### src/rtl/mips_fetch.sv
// Instruction-fetch stage with IF/ID register: PC, delay-slot redirects, stall/flush, syscall halt.
// Optional FETCH_ALIGN_CHK_EN: misaligned redirect targets halt fetch and raise id_misaligned.
module mips_fetch #(
    parameter logic [31:0] RESET_PC = 32'h0040_0000,
    parameter logic [31:0] NOP_WORD = 32'h0000_0000
) (
    input  logic        clk,
    input  logic        rst,
    output logic [31:0] inst_addr,
    input  logic [31:0] inst_data,
    input  logic        stall,
    input  logic        flush,
    input  logic        redirect_valid,
    input  logic [31:0] redirect_pc,
    input  logic        halt_req,
    output logic [5:0]  dcd_op,
    output logic [4:0]  dcd_rs,
    output logic [4:0]  dcd_rt,
    output logic [4:0]  dcd_rd,
    output logic [4:0]  dcd_shamt,
    output logic [5:0]  dcd_funct2,
    output logic [15:0] dcd_imm,
    output logic [25:0] dcd_target,
    output logic [31:0] id_pc_plus4,
    output logic        id_valid,
    output logic        halted
`ifdef FETCH_ALIGN_CHK_EN
    ,
    output logic        id_misaligned
`endif
);

    typedef enum logic [1:0] {
        BOOT = 2'd0,
        RUN  = 2'd1,
        HALT = 2'd2
    } state_t;

    state_t      state_r, state_s;
    logic [31:0] pc_r, pc_s;
    logic [31:0] id_word_r, id_word_s;
    logic [31:0] id_pc_plus4_r, id_pc_plus4_s;
    logic        id_valid_r, id_valid_s;
    logic        halted_r, halted_s;
    logic        pend_valid_r, pend_valid_s;
    logic [31:0] pend_pc_r, pend_pc_s;
    logic [31:0] pc_plus4_s;
    logic        take_valid_s;
    logic [31:0] take_pc_s;
    logic        misalign_s;
`ifdef FETCH_ALIGN_CHK_EN
    logic        misaligned_r, misaligned_s;
`endif

    assign pc_plus4_s   = pc_r + 32'd4;
    // A live redirect beats one captured while stalled.
    assign take_valid_s = redirect_valid | pend_valid_r;
    assign take_pc_s    = redirect_valid ? redirect_pc : pend_pc_r;
`ifdef FETCH_ALIGN_CHK_EN
    assign misalign_s   = take_valid_s & (take_pc_s[1:0] != 2'b00);
`else
    assign misalign_s   = 1'b0;
`endif

    // Next-state and next-register computation; priority halt > stall > flush > normal.
    always_comb begin
        state_s       = state_r;
        pc_s          = pc_r;
        id_word_s     = id_word_r;
        id_pc_plus4_s = id_pc_plus4_r;
        id_valid_s    = id_valid_r;
        halted_s      = halted_r;
        pend_valid_s  = pend_valid_r;
        pend_pc_s     = pend_pc_r;
`ifdef FETCH_ALIGN_CHK_EN
        misaligned_s  = misaligned_r;
`endif
        case (state_r)
            BOOT, RUN: begin
                if (halt_req) begin
                    state_s      = HALT;
                    halted_s     = 1'b1;
                    id_valid_s   = 1'b0;
                    pend_valid_s = 1'b0;
                end else if (stall) begin
                    if (redirect_valid) begin
                        pend_valid_s = 1'b1;
                        pend_pc_s    = redirect_pc;
                    end else begin
                        pend_valid_s = pend_valid_r;
                    end
                end else if (misalign_s) begin
                    state_s      = HALT;
                    halted_s     = 1'b1;
                    id_valid_s   = 1'b0;
                    pend_valid_s = 1'b0;
`ifdef FETCH_ALIGN_CHK_EN
                    misaligned_s = 1'b1;
`endif
                end else begin
                    // The word fetched this cycle is the delay slot; only flush kills it.
                    state_s       = RUN;
                    id_word_s     = flush ? NOP_WORD : inst_data;
                    id_valid_s    = ~flush;
                    id_pc_plus4_s = pc_plus4_s;
                    pc_s          = take_valid_s ? (take_pc_s & 32'hFFFF_FFFC) : pc_plus4_s;
                    pend_valid_s  = 1'b0;
                end
            end
            HALT: begin
                id_valid_s = 1'b0;
                halted_s   = 1'b1;
            end
            default: begin
                state_s    = HALT;
                id_valid_s = 1'b0;
                halted_s   = 1'b1;
            end
        endcase
    end

    // State and pipeline registers with synchronous reset.
    always_ff @(posedge clk) begin
        if (rst) begin
            state_r       <= BOOT;
            pc_r          <= RESET_PC;
            id_word_r     <= NOP_WORD;
            id_pc_plus4_r <= 32'd0;
            id_valid_r    <= 1'b0;
            halted_r      <= 1'b0;
            pend_valid_r  <= 1'b0;
            pend_pc_r     <= 32'd0;
`ifdef FETCH_ALIGN_CHK_EN
            misaligned_r  <= 1'b0;
`endif
        end else begin
            state_r       <= state_s;
            pc_r          <= pc_s;
            id_word_r     <= id_word_s;
            id_pc_plus4_r <= id_pc_plus4_s;
            id_valid_r    <= id_valid_s;
            halted_r      <= halted_s;
            pend_valid_r  <= pend_valid_s;
            pend_pc_r     <= pend_pc_s;
`ifdef FETCH_ALIGN_CHK_EN
            misaligned_r  <= misaligned_s;
`endif
        end
    end

    assign inst_addr   = pc_r;
    assign dcd_op      = id_word_r[31:26];
    assign dcd_rs      = id_word_r[25:21];
    assign dcd_rt      = id_word_r[20:16];
    assign dcd_rd      = id_word_r[15:11];
    assign dcd_shamt   = id_word_r[10:6];
    assign dcd_funct2  = id_word_r[5:0];
    assign dcd_imm     = id_word_r[15:0];
    assign dcd_target  = id_word_r[25:0];
    assign id_pc_plus4 = id_pc_plus4_r;
    assign id_valid    = id_valid_r;
    assign halted      = halted_r;
`ifdef FETCH_ALIGN_CHK_EN
    assign id_misaligned = misaligned_r;
`endif

endmodule

### config.mk
export PLATFORM = sky130hd
export DESIGN_NAME = mips_fetch
export DESIGN_NICKNAME = d
export VERILOG_FILES = /design/src/rtl/mips_fetch.sv
export SDC_FILE = /design/constraint.sdc
export NUM_CORES = 1
export LEC_CHECK = 0
export CAP_MARGIN = 20
export CORE_MARGIN = 1.5
export CORE_UTILIZATION = 45
export DETAILED_ROUTE_END_ITERATION = 16
export MAX_ROUTING_LAYER = met4
export PLACE_DENSITY = 0.81
export SYNTH_ARGS = -nofsm -noshare
export SYNTH_HDL_FRONTEND = slang
export SYNTH_SLANG_ARGS = --single-unit
### constraint.sdc
create_clock -name clk -period 2.09 [get_ports clk]
set_input_delay 0.3135 -clock clk [delete_from_list [all_inputs] [get_ports clk]]
set_output_delay 0.3135 -clock clk [all_outputs]
set_load 0.05 [all_outputs]
==> impl_metrics.env, run 1 <==
export IMPL_status="completed"
export IMPL_critPathMaxStageDelay_ns=0.86
export IMPL_drv_cap=0
export IMPL_layout_common_cells="clkdlybuf4s50_1 (191), nand2_1 (134), dfxtp_1 (115), a21oi_1 (95), o21ai_0 (60)"
export IMPL_arrival_ns=1.74
export IMPL_finalMaxSlewViolations=0
export IMPL_slew_limit_headroom=0.6267
export IMPL_worst_setup_path_start_kind="flip-flop"
export IMPL_ir_drop_mv=0.5544
export IMPL_port_buffers=203
export IMPL_synth_mux_area_frac=0.02418
export IMPL_detailedPlace_worstSlack_ns=0.04173
export IMPL_reg2reg_to="inst_addr[30]"
export IMPL_final_setup_viol_count=0
export IMPL_period_needed_ns=2.055
export IMPL_die_w_um=120.5
export IMPL_vias=6192
export IMPL_yosys_area_share_xor_xnor=0.03950
export IMPL_cp_depth=1
export IMPL_layout_nets=1022
export IMPL_vias_per_cell=5.427
export IMPL_layout_setup_ws_ns=0.03459
export IMPL_root_buffer="clkbuf_16"
export IMPL_globalRouteTotalUtil=0.2580
export IMPL_fin_tns_setup_ns=0
export IMPL_core_mm2=0.01335
export IMPL_rrSetupSlack_ns=0.14
export IMPL_crit_chain="clkdlybuf4s50_1"
export IMPL_die_y_um=120.5
export IMPL_crit_family="buffers and inverters"
export IMPL_globalplace_congestion=0.8412
export IMPL_io_pins=210
export IMPL_dp_cells=1108
export IMPL_avgSynthCellArea_um2=7.829
export IMPL_synth_area_mm2=0.006208
export IMPL_htree_num_levels=4
export IMPL_yosys_top_cells_area="dfxtp_1 (41%), nand2_1 (8.1%), a21oi_1 (7.7%)"
export IMPL_fin_util=0.6628
export IMPL_overflow=0
export IMPL_required_ns=1.78
export IMPL_netlist_area_leader_share=0.4063
export IMPL_dr_pass1_iters=6
export IMPL_worstSetupEndpoint="inst_addr[12]"
export IMPL_final_common_cell="clkdlybuf4s50_1"
export IMPL_die_area_mm2=0.01451
export IMPL_clock_skew_ns=0.007009
export IMPL_ant_nets=0
export IMPL_crit_type="reg -> out"
export IMPL_cts_buffers=17
export IMPL_ys_flop_type="dfxtp_1"
export IMPL_clk_latency_ns=0.42
export IMPL_p_leak_uw=0.003218
export IMPL_cp_max_fo=6
export IMPL_drive_gt1_frac=0.09959
export IMPL_cts_clk_slew_worst_paths_ns=0.05
export IMPL_synthAdderAreaFrac=0.002015
export IMPL_synthCells=793
export IMPL_synth_distinct_cells=51
export IMPL_clockBufferDepth=2
export IMPL_slowest_stage="clkdlybuf4s50_1"
export IMPL_crit_buf_inv=1
export IMPL_hpwl_mm=12.83
export IMPL_startpoint="inst_addr[12]"
export IMPL_critPathCaptureType="primary output"
export IMPL_yosysSeqAreaShare=0.4063
export IMPL_hp_class="in -> reg"
export IMPL_grt_pass1_wl_mm=28.99
export IMPL_grt_max_degree=105
export IMPL_rr_worst_depth=8
export IMPL_tightest_slew_ns=0.5582
export IMPL_async_reset_ff_frac=0
export IMPL_wl_mm=18.35
export IMPL_remaining_drc_errors=0
export IMPL_synth_edf_count=0
export IMPL_period_share=0.9834
export IMPL_yosysWarnings=0
export IMPL_max_freq_ghz=0.4865
export IMPL_stdcell_count=1141
export IMPL_start_util=0.4651
export IMPL_hold_viol_final=0
export IMPL_antenna_found_initial=1
export IMPL_synth_top_family_by_area="simple AND/OR/NAND/NOR gates"
export IMPL_synth_seq_cells=126
export IMPL_wl_per_cell_um=16.08
export IMPL_synthToLayoutAreaGrowth_pct=42.50
export IMPL_power_density_mw_per_mm2=744.0
export IMPL_synth_top_area_cell="dfxtp_1"
export IMPL_synth_compound_area_frac=0.1993
export IMPL_grt_pass1_vias=5573
export IMPL_place_area_mm2=0.008278
export IMPL_finalInstanceArea_mm2=0.008847
export IMPL_first_iter_violations=633
export IMPL_rr_startpoint="inst_addr[3]"
export IMPL_clock_sinks=126
export IMPL_cts_tree="done"
export IMPL_synthSimpleGateAreaFrac=0.2273
export IMPL_core_rowCount=42
export IMPL_rsz0062_at_grt="false"
[synth_stat cells (all sizes together), types with 4 or more instances]
library cell and instances:
nor2 53, clkbuf 56, o22ai 8, mux2i 15, and3 10, a21oi 95, xnor2 12, nor4 7
nand4 11, a211oi 19, nand3b 36, nand3 12, dfxtp 126, o211ai 12, nand2 135, nor3 11
buf 56, inv 5, xor2 16, a22oi 4, o21ai 60
[logic make-up after synthesis]
group | after synthesis
flops | 126
simple gates | 290
fa+ha+maj | 1
xor+xnor | 28
buf+inv | 117
mux | 15
compound gates | 215
other cells | 1
[flip-flops by register name, summed over array words and instances (netlist names)]
name          count
state_r           1
halted            1
id_word_r        32
inst_addr        30
pend_pc_r        30
id_valid          1
pend_valid_r      1
id_pc_plus4      30
[layout make-up]
class                      instances  area [um2]
antenna                            1       2.502
tap                              176       220.2
timing repair buffer             248        2435
clock inverter                     6       57.56
sequential                       126        2536
multi-input combinational        553        3078
fill                            1169        4501
clock buffer                      26       499.2
inverter                           5       18.77
[report_power, final]
| part | internal (uW) | total [uW] | switching (uW) |
|---|---|---|---|
| Combinational | 456 | 1200 | 740 |
| Sequential | 2510 | 2620 | 102 |
| Clock | 1750 | 2770 | 1020 |
| Total | 4720 | 6580 | 1860 |
[how the worst min path moves through the flow]
stage / startpoint / end / cells past startpoint
2_1_floorplan: pend_pc_r[12] / pend_pc_r[12] / 2
3_3_place_gp: pend_pc_r[12] / pend_pc_r[12] / 2
3_5_place_dp: pend_pc_r[16] / pend_pc_r[16] / 2
4_1_cts: redirect_valid / inst_addr[25] / 4
5_1_grt: redirect_valid / inst_addr[25] / 4
6_report: redirect_valid / inst_addr[25] / 4
[stage by stage]
step	hold slack, ns	total power [uW]
after floorplan	0.4311	3401
after detailed placement	0.4441	3857
after global placement	0.4370	3845
after global routing	0.4357	6810
final	0.4277	6582
after CTS	0.4037	6619
[routing by layer]
| layer | share of wire | vias up | global-route usage | wire [um] |
|---|---|---|---|---|
| li1 | - | 3034 | - | - |
| met1 | 0.42 | 2892 | 0.3269 | 7710 |
| met2 | 0.49 | 229 | 0.4105 | 8967 |
| met3 | 0.067 | 37 | 0.05000 | 1226 |
| met4 | 0.024 | 0 | 0.09559 | 443 |
| met5 | 0 | - | - | 0 |
[what timing repair did]
item,CTS,global route
hold buffers,0,0
endpoints found under the hold margin,0,0
gates cloned,0,0
setup buffers,0,0
gates resized for setup,4,6
endpoints found under the setup margin,4,7
No activity file was read; power rests on OpenSTA's default activity.
==> inputs of run 2 (changes only) <==
--- a/config.mk
+++ b/config.mk
@@ -5,7 +5,6 @@
 export SDC_FILE = /design/constraint.sdc
 export NUM_CORES = 1
 export LEC_CHECK = 0
-export CAP_MARGIN = 20
 export CORE_MARGIN = 1.5
 export CORE_UTILIZATION = 45
 export DETAILED_ROUTE_END_ITERATION = 16
==> results of run 2 <==
Final layout, timing and power as in run 1 (identical DEF).
==> inputs of run 3 (changes only) <==
--- a/config.mk
+++ b/config.mk
@@ -10,6 +10,7 @@
 export DETAILED_ROUTE_END_ITERATION = 16
 export MAX_ROUTING_LAYER = met4
 export PLACE_DENSITY = 0.81
+export SLEW_MARGIN = 15
 export SYNTH_ARGS = -nofsm -noshare
 export SYNTH_HDL_FRONTEND = slang
 export SYNTH_SLANG_ARGS = --single-unit
==> results of run 3 <==
Final layout, timing and power as in run 1 (identical DEF).
